## src/rtl/reg_file_2r1w.sv

```systemverilog
// Register file with one write port, two registered read ports with write-through bypass,
// and a per-register busy scoreboard. Define RF_ZERO_REG_EN to hardwire register 0 to zero.
module reg_file_2r1w #(
  parameter int WIDTH  = 16,
  parameter int DEPTH  = 8,
  parameter int ADDR_W = 3
) (
  input  logic              CLK,
  input  logic              RST,
  input  logic              WE,
  input  logic [ADDR_W-1:0] WADDR,
  input  logic [WIDTH-1:0]  WDATA,
  input  logic              RE_A,
  input  logic [ADDR_W-1:0] RADDR_A,
  output logic [WIDTH-1:0]  DOUT_A,
  input  logic              RE_B,
  input  logic [ADDR_W-1:0] RADDR_B,
  output logic [WIDTH-1:0]  DOUT_B,
  input  logic              ISSUE,
  input  logic [ADDR_W-1:0] ISSUE_ADDR,
  output logic              BUSY_A,
  output logic              BUSY_B
);

`ifdef RF_ZERO_REG_EN
  localparam bit ZERO_REG = 1'b1;
`else
  localparam bit ZERO_REG = 1'b0;
`endif

  logic [WIDTH-1:0] mem [DEPTH];
  logic [DEPTH-1:0] busy_q;
  logic [WIDTH-1:0] sel_a_p0, sel_b_p0;
  logic [WIDTH-1:0] dout_a_p1, dout_b_p1;

  // An address is live when it names a real, writable register.
  function automatic logic addr_live(input logic [ADDR_W-1:0] a);
    addr_live = (int'(a) < DEPTH) && !(ZERO_REG && (a == '0));
  endfunction

  function automatic logic [WIDTH-1:0] read_sel(
    input logic              live,
    input logic              hit,
    input logic [WIDTH-1:0]  wd,
    input logic [WIDTH-1:0]  stored
  );
    if (!live)
      read_sel = '0;
    else if (hit)
      read_sel = wd;
    else
      read_sel = stored;
  endfunction

  function automatic logic busy_sel(
    input logic live,
    input logic hit,
    input logic stored
  );
    busy_sel = live && stored && !hit;
  endfunction

  logic hit_a, hit_b, live_a, live_b;

  assign live_a = addr_live(RADDR_A);
  assign live_b = addr_live(RADDR_B);
  assign hit_a  = WE && (WADDR == RADDR_A);
  assign hit_b  = WE && (WADDR == RADDR_B);

  // Stage p0: address decode and bypass selection
  always_comb begin
    sel_a_p0 = '0;
    sel_b_p0 = '0;
    if (live_a)
      sel_a_p0 = read_sel(1'b1, hit_a, WDATA, mem[RADDR_A]);
    if (live_b)
      sel_b_p0 = read_sel(1'b1, hit_b, WDATA, mem[RADDR_B]);
  end

  always_comb begin
    BUSY_A = 1'b0;
    BUSY_B = 1'b0;
    if (live_a)
      BUSY_A = busy_sel(1'b1, hit_a, busy_q[RADDR_A]);
    if (live_b)
      BUSY_B = busy_sel(1'b1, hit_b, busy_q[RADDR_B]);
  end

  // Issue is applied after writeback so a same-address issue leaves the register busy.
  always_ff @(posedge CLK or posedge RST) begin
    if (RST) begin
      for (int i = 0; i < DEPTH; i++)
        mem[i] <= '0;
      busy_q <= '0;
    end else begin
      if (WE && addr_live(WADDR)) begin
        mem[WADDR]    <= WDATA;
        busy_q[WADDR] <= 1'b0;
      end
      if (ISSUE && addr_live(ISSUE_ADDR))
        busy_q[ISSUE_ADDR] <= 1'b1;
    end
  end

  // Stage p1: registered read data, held while the port is not enabled
  always_ff @(posedge CLK or posedge RST) begin
    if (RST) begin
      dout_a_p1 <= '0;
      dout_b_p1 <= '0;
    end else begin
      if (RE_A)
        dout_a_p1 <= sel_a_p0;
      if (RE_B)
        dout_b_p1 <= sel_b_p0;
    end
  end

  assign DOUT_A = dout_a_p1;
  assign DOUT_B = dout_b_p1;

endmodule

```

## config.mk

```make
export PLATFORM = sky130hd
export DESIGN_NAME = reg_file_2r1w
export DESIGN_NICKNAME = d
export VERILOG_FILES = /design/src/rtl/reg_file_2r1w.sv
export SDC_FILE = /design/constraint.sdc
export NUM_CORES = 1
export LEC_CHECK = 0
export ABC_AREA = 1
export BUFFER_PORTS_ARGS = -buffer_cell sky130_fd_sc_hd__buf_4
export CAP_MARGIN = 40
export CORE_MARGIN = 3
export CORE_UTILIZATION = 38
export DETAILED_ROUTE_END_ITERATION = 16
export GPL_TIMING_DRIVEN = 0
export HOLD_SLACK_MARGIN = 0.02
export SYNTH_ARGS = -nofsm -noshare
export SYNTH_HDL_FRONTEND = slang
export SYNTH_SLANG_ARGS = --single-unit
```

## constraint.sdc

```tcl
create_clock -name CLK -period 6.8 [get_ports CLK]
set_input_delay 0.34 -clock CLK [delete_from_list [all_inputs] [get_ports CLK]]
set_output_delay 0.34 -clock CLK [all_outputs]
set_load 0.005 [all_outputs]
```

# == Yosys cells after proc, flatten, opt, wreduce, memory -nomap -nowiden ==
# Index checks and enable logic that the tools add are counted.
# classes
n_bitwise,6
n_lt_le_gt_ge,10
n_mux,21
n_reduce_logical,9
eq_ne,2
# op_table
operator,count
$bwmux W128,1
$mux W16,7
$bmux W16 S3,2
$demux W16 S3,1
$lt A3 B4 Y1 const B,4
$mux W8,2
$ge A4 B4 Y1 const B,3
$not A3 Y4,3
$and A8 B8 Y8,1
$not A8 Y8,1
$or A8 B8 Y8,1
$logic_and A1 B1 Y1,7
$bmux W1 S3,2
$demux W1 S3,2
$eq A3 B3 Y1,2
$ge A3 B1 Y1 const B,2
$lt A4 B1 Y1 const B,1
$mux W1,4
$logic_not A1 Y1,2
# word_totals
output_inout_bits,34
inputBits,34
regBits,168

# == Depth between registers and ports, before layout ==
# Gate-level depths: netlist of run 1.
# logic_depth
word_depth,9
mapped_depth,11
ltp_nobuf,9

# == Least setup slack after synthesis of run 1 ==
# OpenSTA, ideal clock, no wires.
# synth_timing
kind,input to output
start,input port RADDR_A[0]
end,output port BUSY_A
path_slack_ns,5.232
path_buffers,3
stages,7
arrival_time_ns,1.228
required_time_ns,6.460
cell_sequence,buf_4 > buf_2 > buf_2 > o21ai_0 > a21oi_1 > a211oi_1 > nor2_1
# synth_via
elab_chain_cells,4
# synth_lines
item,line,rtl
start: declaration,14,"input logic [ADDR_W-1:0] RADDR_A,"
branches (longest 3 deep; another with $bmux W1 S3),n/a,
$logic_and A1 B1 Y1 (*),60,busy_sel = live && stored && !hit;
end: declaration,21,"output logic BUSY_A,"
# Mark *: on every way between the ends. The select of a mux whose other input is x is not followed.

# == Worst setup path in the final report of run 1 ==
# layout_timing
start,input port RADDR_B[2]
end,output port BUSY_B
# layout_via
elab_chain_cells,4
# layout_lines
item,line,rtl
start: declaration,17,"input logic [ADDR_W-1:0] RADDR_B,"
branches (longest 3 deep; another with $bmux W1 S3),n/a,
$logic_and A1 B1 Y1 (*),60,
end: declaration,22,output logic BUSY_B
# Marks and branches as above.

==> impl_metrics.py, run 1 <==
metrics = {
    "timing": {
        "rsz0062_at_grt": "no",
        "fin_crit_sh": 0.334,
        "tns_ns": 0,
        "finClkSkew_ns": 0.00798,
        "hold_violations": 0,
        "slew_headroom": 0.459,
        "tightest_slew_ns": 0.812,
        "max_freq_mhz": 440,
        "setup_violations": 0,
        "finalCriticalPeriod_ns": 2.27,
        "drv_slew": 0,
    },
    "cells_and_area": {
        "area_growth_pct": 15.2,
        "fill_cells": 2502,
        "drive_gt1_frac": 0.137,
        "final_cells": 1729,
        "n_antenna_cell": 0,
        "nets": 1431,
        "utilization": 0.453,
        "design_area_um2": 10800,
    },
    "yosys": {
        "synthesis.area_um2": 9400,
        "synth_cells": 1320,
        "syn_nets": 1354,
        "synth.distinct_cells": 27,
        "yosysWarnings": 0,
        "synth.avg_cell_area_um2": 7.12,
        "seq_area_frac_synth": 0.447,
        "ys_ff_latch": 168,
    },
    "clocking": {
        "cts_resized": 0,
        "tritoncts_num_sinks": 168,
        "root_buffer": "clkbuf_16",
        "clk_pin_slew_ns": 0.07,
        "clock_latency_ns": 0.44,
        "cts_setup_buffers": 0,
        "htreeDepth": 4,
        "cts_tree": "built",
        "cts_buffer_depth": 2,
        "cts_made_buffers": 17,
    },
    "global_routing": {
        "grt_pass1_wl_um": 52000,
        "track_usage": 0.261,
        "first_global_vias": 8507,
        "grt_antenna_before_repair": 0,
        "grt_overflow": 0,
        "grt_max_degree": 105,
    },
    "placed_design": {
        "routabilityCongestion": 0.946,
        "portBuffers": 56,
        "dp_hpwl_um": 24500,
        "dpl-instance-area_um2": 10300,
        "dp_cells": 1696,
    },
    "routing": {
        "vias": 9287,
        "drc": 0,
        "drt_iter0_markers": 1144,
        "drt_wl_total_um": 34200,
        "ant_nets": 0,
        "dr.pass1.iters": 6,
        "wire_per_inst_um": 19.8,
        "vias_per_cell": 5.37,
    },
    "setup_path": {
        "cp_slowest_stage_delay_ns": 0.60,
        "cp-end-kind": "output pin",
        "path_buf_inv": 4,
        "crit_slowest_cell": "clkbuf_1",
        "critPathTopFamily": "buffers and inverters",
        "crit_arrival_ns": 1.93,
        "crit_fanout": 10,
        "worstSetupPathType": "input pin to output pin",
        "cp.required_ns": 6.46,
        "crit_chain": "buf_4, buf_2, clkbuf_1, o21ai_0, o21ai_0, nor2_1, buf_4",
        "cp-start-kind": "input pin",
    },
    "power": {
        "power_frac_comb": 0.229,
        "p_int_mw": 1.97,
        "clkPwrFrac": 0.322,
        "power_density_nw_per_um2": 273,
        "p_leak_nw": 5.29,
        "swShare": 0.332,
        "p_seq_frac": 0.449,
        "switchingPower_mw": 0.981,
        "peakVddDrop_mv": 0.142,
    },
    "floorplan": {
        "die_w_um": 163,
        "core_area_um2": 23900,
        "chipHeight_um": 163,
        "pin_count": 68,
        "initial_core_util": 0.393,
        "core.rowCount": 56,
        "die_area_um2": 26700,
    },
    "job": {
        "cap_violations": 0,
    },
    "worst_hold_path": {
        "min-delay-path-class": "input pin to flip-flop",
    },
    "run_status": {
        "status": "completed",
    },
}
worst register-to-register path, stage by stage, from the launching register on:
cell	delay, ns
dfrtp_1	0.40
nand2_1	0.07
nand3_1	0.13
nand3_1	0.20
nand3_1	0.13
nand3_1	0.11
nand2_1	0.07
per-stage QoR:
step	hold WS [ns]	setup slack, ns	power [mW]
global placement	0.464	-0.287	1.99
floorplan	0.447	1.91	1.75
global route	0.144	4.45	3.11
CTS	0.122	4.62	2.95
finish	0.126	4.53	2.95
detailed placement	0.416	4.62	2.00
logic make-up after synthesis:
kind of cell,after synthesis,share of synthesized area
AND/OR/NAND/NOR,783,0.360
AO/OA/AOI/OAI,176,0.0974
buffers and inverters,193,0.0954
flip-flops,168,0.447
synth_stat cells:
library cell,n,area share
a211oi_1,2,0.0016
a21oi_1,19,0.010
a21oi_2,2,0.0019
buf_1,5,0.0020
buf_2,37,0.020
buf_4,12,0.0096
buf_6,10,0.012
clkbuf_1,23,0.0092
clkinv_1,6,0.0024
clkinv_2,1,0.00053
dfrtp_1,168,0.45
inv_1,76,0.030
inv_2,21,0.0084
inv_4,2,0.0013
nand2_1,477,0.19
nand2_2,2,0.0013
nand2_4,2,0.0024
nand3_1,242,0.13
nand3b_1,4,0.0032
nor2_1,44,0.018
nor2_2,2,0.0013
nor2_4,7,0.0084
nor2_8,3,0.0064
o21ai_0,76,0.040
o21ai_1,69,0.037
o21ai_2,5,0.0047
o22ai_1,3,0.0020
placed cells by master (no fill, tap or decap), drive strengths merged:
master,Yosys,layout
o21ai,150,150
nand3b,4,4
a21oi,21,21
clkinvlp,0,3
dlygate4sd3,0,1
clkinv,7,12
nor2,56,56
bufinv,0,1
nand3,242,242
clkbuf,23,45
o22ai,3,3
a211oi,2,2
nand2,481,481
inv,99,100
dfrtp,168,168
buf,64,121
per-layer routing:
metal	up-vias	track usage	wire, um
li1	4398	-	-
met1	4353	0.376	15200
met2	482	0.388	14600
met3	54	0.0657	3470
met4	0	0.0784	884
met5	-	0	0
power by group through the flow:
stage / logic, mW / registers (mW) / clock network (mW)
6_report: 0.676 / 1.33 / 0.950
3_3_place_gp: 0.652 / 1.33 / 0
3_5_place_dp: 0.667 / 1.33 / 0
4_1_cts: 0.669 / 1.32 / 0.957
5_1_grt: 0.763 / 1.35 / 1.00
2_1_floorplan: 0.443 / 1.30 / 0
layout make-up:
type / count / area (um2) / area share
clock buffers: 22 / 464 / 0.0429
well taps: 319 / 399 / 0.0369
multi-input cells: 959 / 4300 / 0.397
plain buffers: 87 / 493 / 0.0455
flip-flops and latches: 168 / 4200 / 0.388
clock inverters: 10 / 96.3 / 0.00890
repair buffers: 58 / 458 / 0.0423
inverters: 106 / 412 / 0.0380
sequential cells by signal, summed over array words and instances, names as in the netlist:
register  count
mem         128
DOUT_A       16
DOUT_B       16
busy_q        8
worst paths after layout:
| kind | from | to | slack, ns | cells past startpoint |
|---|---|---|---|---|
| min in group asynchronous | RST | mem[50]$_DFFE_PP0P_ | 0.49 | 3 |
| max in group asynchronous | RST | mem[102]$_DFFE_PP0P_ | 5.42 | 4 |
| hold / removal | ISSUE_ADDR[0] | busy_q[2]$_DFF_PP0_ | 0.13 | 2 |
| setup / recovery | RADDR_B[2] | BUSY_B | 4.53 | 7 |
| hold reg to reg | DOUT_B[0]$_DFFE_PP0P_ | DOUT_B[0]$_DFFE_PP0P_ | 0.48 | 2 |
| setup reg to reg | mem[15]$_DFFE_PP0P_ | DOUT_A[15]$_DFFE_PP0P_ | 5.59 | 6 |
repair_timing:
| action | in CTS | in global routing |
|---|---|---|
| hold endpoints to repair | 64 | 0 |
| endpoints found under the setup margin | 0 | 0 |
| hold buffers | 1 | 0 |
Power figures use the tool's default switching activity.
==> inputs of run 2 (changes only) <==
Clock period 6.8 ns to 2.15 ns, I/O delays scaled along.
==> run 2 against run 1 <==
Final cell count up 0.69%. Clock power rose to 3.6 times the previous value. Sequential cell count unchanged. Setup slack worse by 4.2 ns. Non-clock buffer count up 13. Power rose to 3.3 times the previous value. First-iteration DRC count down 2.3%. Routed wire length up 2.6%. Largest cell class unchanged.
==> impl_metrics.py, run 2 (synthesized netlist as in run 1, its figures left out) <==
metrics = {
    "timing": {
        "slew_headroom": 0.449,
        "max_freq_mhz": 551,
        "setup_violations": 0,
        "hold_violations": 0,
        "fin_crit_sh": 0.843,
        "tns_ns": 0,
        "drv_slew": 0,
        "whs_ns": 0.0329,
        "tightest_slew_ns": 0.827,
        "rsz0062_at_grt": "no",
        "finalCriticalPeriod_ns": 1.81,
        "finClkSkew_ns": 0.00539,
    },
    "cells_and_area": {
        "area_growth_pct": 17.8,
        "multiInputGateArea_um2": 4300,
        "drive_gt1_frac": 0.140,
        "design_area_um2": 11100,
        "largest_reg_flops": 128,
        "fill_cells": 2462,
        "utilization": 0.463,
        "regArea_um2": 4200,
        "layout_commonest_cell": "nand2_1",
        "final_cell_mix": "nand2_1, nand3_1, dfrtp_1",
        "top_register": "mem",
        "n_antenna_cell": 0,
        "nets": 1444,
        "final_cells": 1741,
    },
    "floorplan": {
        "chipHeight_um": 163,
        "die_area_um2": 26700,
        "core_area_um2": 23900,
        "pin_count": 68,
        "core.rowCount": 56,
        "initial_core_util": 0.393,
        "die_w_um": 163,
    },
    "clocking": {
        "cts_tree": "built",
        "cts_buffer_depth": 2,
        "clock_latency_ns": 0.44,
        "tritoncts_num_sinks": 168,
        "cts_made_buffers": 17,
        "root_buffer": "clkbuf_16",
        "clk_pin_slew_ns": 0.07,
        "htreeDepth": 4,
        "cts_resized": 0,
        "hold_buffers": 10,
        "cts_setup_buffers": 0,
    },
    "setup_path": {
        "crit_slowest_cell": "dlygate4sd3_1",
        "crit_chain": "dlygate4sd3_1, buf_4, clkinvlp_4, buf_12, buf_12, buf_12, buf_12, buf_12",
        "cp-start-kind": "input pin",
        "crit_start": "RST",
        "worstSetupPathType": "input pin to asynchronous set/reset pin",
        "crit_fanout": 32,
        "crit_top_cell": "buf_12",
        "cp.required_ns": 2.79,
        "cp_slowest_stage_delay_ns": 0.53,
        "crit_arrival_ns": 2.46,
        "cp-end-kind": "asynchronous set/reset pin",
        "rr_startpoint": "mem[9]$_DFFE_PP0P_",
    },
    "placed_design": {
        "dp_hpwl_um": 24900,
        "routabilityCongestion": 0.933,
        "dpl-instance-area_um2": 10300,
        "dp_cells": 1700,
        "portBuffers": 56,
    },
    "global_routing": {
        "gr-usage-met1": 0.374,
        "grt_use_met2": 0.404,
        "busiest_layer": "met2",
        "track_usage": 0.268,
        "grt.met3_usage": 0.0741,
        "grt_antenna_before_repair": 0,
        "grt_max_degree": 33,
        "grt_overflow": 0,
        "grt_pass1_wl_um": 53900,
        "first_global_vias": 8948,
    },
    "worst_hold_path": {
        "min-delay-path-class": "input pin to flip-flop",
        "min-delay-start": "WDATA[12]",
    },
    "routing": {
        "drc": 0,
        "drt_wl_total_um": 35100,
        "drt_iter0_markers": 1118,
        "wire_per_inst_um": 20.1,
        "ant_nets": 0,
        "vias": 9355,
        "dr.pass1.iters": 8,
        "vias_per_cell": 5.37,
    },
    "job": {
        "cap_violations": 0,
    },
    "power": {
        "peakVddDrop_mv": 0.448,
        "p_leak_nw": 5.39,
        "power_density_nw_per_um2": 886,
    },
    "run_status": {
        "status": "completed",
    },
}
run 2: where the power goes:
part	total, mW	switching (mW)	internal (mW)
combinational	2.18	1.35	0.829
clock	3.43	1.36	2.07
sequential	4.20	0.429	3.77
total	9.81	3.15	6.67
run 2: cell type report:
type                    instances  area share
clock buffers                  21      0.0434
inverters                     106      0.0368
well taps                     319      0.0361
clock inverters                10      0.0150
plain buffers                  87      0.0445
multi-input cells             959       0.388
flip-flops and latches        168       0.380
repair buffers                 71      0.0561
run 2: worst paths after layout:
kind                       slack [ns]                endpoint  cells after the start
max in group CLK                 0.35                  BUSY_B                      7
min                              0.03     mem[28]$_DFFE_PP0P_                      3
min in group asynchronous        0.33   DOUT_B[2]$_DFFE_PP0P_                      3
max reg2reg                      0.91   DOUT_B[9]$_DFFE_PP0P_                      6
max                              0.34     mem[21]$_DFFE_PP0P_                      8
min reg2reg                      0.48  DOUT_A[13]$_DFFE_PP0P_                      2
run 2: through the flow:
stage          power (mW)  setup slack [ns]
6_report             9.81             0.337
4_1_cts              9.79             0.251
3_3_place_gp         6.28             -1.28
2_1_floorplan        5.52           -0.0982
5_1_grt              10.3            0.0800
3_5_place_dp         6.35             0.350
run 2: per-layer routing:
metal | part of all wire | up-vias
met2 | 0.43 | 468
met5 | 0 | -
met4 | 0.030 | 0
met1 | 0.44 | 4400
met3 | 0.10 | 69
li1 | - | 4418
run 2: critical path: cells and delay by family:
| family | cells | cell delay, ns |
|---|---|---|
| buffers and inverters | 8 | 2.29 |
==> inputs of run 3 (changes only) <==
Settings changed: ABC_AREA 1 to 0.
Clock period 2.15 ns to 1.7 ns, I/O delays scaled along.
==> run 3 against run 2 <==
The run now ends with setup timing left. Largest cell class unchanged. Final cell count decreased by 41%. Largest power group unchanged. Combinational power increased by 39%. Sequential share of layout area grew 2.4 points. Cell area shrank 5.9%. Clock-buffer cell count decreased by 2. Register-to-register slack lost 0.85 ns. Critical endpoint is now BUSY_A.
==> impl_metrics.py, run 3 <==
metrics = {
    "setup_path": {
        "cp.required_ns": 1.62,
        "cp_slowest_stage_delay_ns": 0.47,
        "worstSetupPathType": "flip-flop to output pin",
        "crit_chain": "mux4_2, mux2i_1, nor2_1, buf_4",
        "cp-end-kind": "output pin",
        "rr_startpoint": "mem[46]$_DFFE_PP0P_",
        "crit_slowest_cell": "mux4_2",
        "crit_arrival_ns": 1.71,
        "crit_start": "busy_q[4]$_DFF_PP0_",
        "critPathTopFamily": "multiplexers",
        "cp-start-kind": "flip-flop",
        "path_buf_inv": 1,
        "crit_fanout": 3,
    },
    "timing": {
        "drv_slew": 0,
        "whs_ns": 0.0603,
        "fin_ws_ns": -0.0995,
        "max_freq_mhz": 556,
        "setup_violations": 2,
        "tightest_slew_ns": 0.901,
        "fin_crit_sh": 1.06,
        "hold_violations": 0,
        "finalCriticalPeriod_ns": 1.80,
        "tns_ns": -0.188,
        "rsz0062_at_grt": "yes",
        "finClkSkew_ns": 0.00769,
        "slew_headroom": 0.399,
    },
    "routing": {
        "ant_nets": 0,
        "drt_iter0_markers": 501,
        "drc": 0,
        "dr.pass1.iters": 5,
        "vias_per_cell": 5.64,
        "drt_wl_total_um": 24600,
        "wire_per_inst_um": 23.8,
        "vias": 5816,
    },
    "global_routing": {
        "track_usage": 0.197,
        "grt_pass1_wl_um": 38500,
        "grt_antenna_before_repair": 0,
        "first_global_vias": 6347,
        "grt_max_degree": 41,
        "grt_overflow": 0,
    },
    "yosys": {
        "synth_edf_count": 0,
        "synth.distinct_cells": 30,
        "synth_area_leaders": "dfrtp_1, mux4_2, mux2_2, a211oi_2, o22ai_1",
        "seq_area_frac_synth": 0.470,
        "synth.avg_cell_area_um2": 14.1,
        "yosys.cell_count.top_type": "dfrtp_1",
        "async_flop_share": 1.00,
        "synth_cells": 634,
        "netlist.area_leader.share": 0.470,
        "ys_ff_latch": 168,
        "synth_area_leader_cell": "dfrtp_1",
        "syn_nets": 668,
        "yosysWarnings": 0,
        "synth_flop_cell": "dfrtp_1",
        "synthesis.area_um2": 8940,
        "synthTopCellsByCount": "dfrtp_1, mux2_2, mux4_2",
    },
    "cells_and_area": {
        "layout_commonest_cell": "dfrtp_1",
        "drive_gt1_frac": 0.453,
        "final_cells": 1032,
        "nets": 740,
        "area_growth_pct": 16.5,
        "final_cell_mix": "dfrtp_1, mux2_2, mux4_2",
        "n_antenna_cell": 0,
        "largest_reg_flops": 128,
        "top_register": "mem",
        "utilization": 0.456,
    },
    "power": {
        "total_power_mw": 12.5,
        "p_leak_nw": 4.25,
        "swShare": 0.282,
        "peakVddDrop_mv": 0.613,
        "switchingPower_mw": 3.51,
        "power_frac_comb": 0.243,
        "p_int_mw": 8.94,
        "clkPwrFrac": 0.315,
        "p_seq_frac": 0.442,
        "power_density_nw_per_um2": 1190,
    },
    "placed_design": {
        "dp_hpwl_um": 17500,
        "dp_cells": 993,
        "portBuffers": 41,
        "routabilityCongestion": 0.871,
    },
    "floorplan": {
        "pin_count": 68,
        "initial_core_util": 0.391,
        "chipHeight_um": 159,
        "core_area_um2": 22800,
        "die_w_um": 159,
        "die_area_um2": 25400,
        "core.rowCount": 55,
    },
    "clocking": {
        "clock_latency_ns": 0.43,
        "htreeDepth": 4,
        "root_buffer": "clkbuf_16",
        "cts_buffer_depth": 2,
        "cts_tree": "built",
        "clk_pin_slew_ns": 0.06,
        "cts_made_buffers": 17,
        "tritoncts_num_sinks": 168,
    },
    "run_status": {
        "violations": "setup timing",
        "status": "complete, but fails checks",
    },
    "job": {
        "cap_violations": 0,
    },
    "worst_hold_path": {
        "min-delay-start": "ISSUE_ADDR[2]",
        "min-delay-path-class": "input pin to flip-flop",
    },
}
[run 3: layer usage]
metal	track usage	up-vias	wire, um
met1	0.271	3098	11100
li1	-	2528	-
met3	0.0419	23	1270
met4	0.0462	0	312
met2	0.321	167	11900
met5	0	-	0
[run 3: final timing paths]
| path | endpoint | slack [ns] | cells past startpoint |
|---|---|---|---|
| max | BUSY_A | -0.1 | 4 |
| min | busy_q[6]$_DFF_PP0_ | 0.06 | 3 |
| max reg2reg | DOUT_B[14]$_DFFE_PP0P_ | 0.06 | 4 |
| min reg2reg | busy_q[6]$_DFF_PP0_ | 0.51 | 2 |
| max in group asynchronous | mem[86]$_DFFE_PP0P_ | 0.35 | 7 |
| min in group asynchronous | DOUT_A[13]$_DFFE_PP0P_ | 0.24 | 3 |
[run 3: cell type report]
type	count	area, um2
Clock buffer	19	453
Buffer	64	383
Tap cell	313	392
Fill cell	2079	12400
Sequential cell	168	4200
Clock inverter	13	144
Timing Repair Buffer	52	475
Timing Repair inverter	1	5.00
Inverter	37	143
Multi-Input combinational cell	365	4220
[run 3: kinds of logic after synthesis]
kind of cell / synth area share
xor gates and xnor gates: 0.00588
DFF: 0.470
muxes: 0.335
and+or+nand+nor: 0.0446
AOI/OAI and AO/OA: 0.0862
buffers and inverters: 0.0584
[run 3: per-stage QoR]
step                cell area, um2  setup WS, ns
detailed placement            9750        -0.289
floorplan                     8940        -0.526
global placement              9640         -1.50
finish                       10400       -0.0995
global route                 10400        -0.163
CTS                          10400       -0.0983
[run 3: worst register-to-register path, stage by stage (launching register included)]
cell and delay (ns):
dfrtp_1 0.39, mux4_2 0.48, nor2b_1 0.15, a211oi_1 0.35
o22ai_1 0.15
[run 3: repair_timing]
action | 4_1_cts | 5_1_grt
hold buffers | 6 | 0
buffers inserted | 0 | 0
endpoints found under the setup margin | 2 | 29
gates resized for setup | 0 | 1
gates cloned | 0 | 1
endpoints found under the hold margin | 42 | 0
[run 3: power groups by stage]
stage	clock network (mW)	registers, mW	logic [mW]
final	3.92	5.50	3.03
after CTS	3.98	5.48	3.03
after global routing	4.13	5.60	3.26
after detailed placement	0	5.54	3.01
after global placement	0	5.43	2.89
after floorplan	0	5.36	2.16
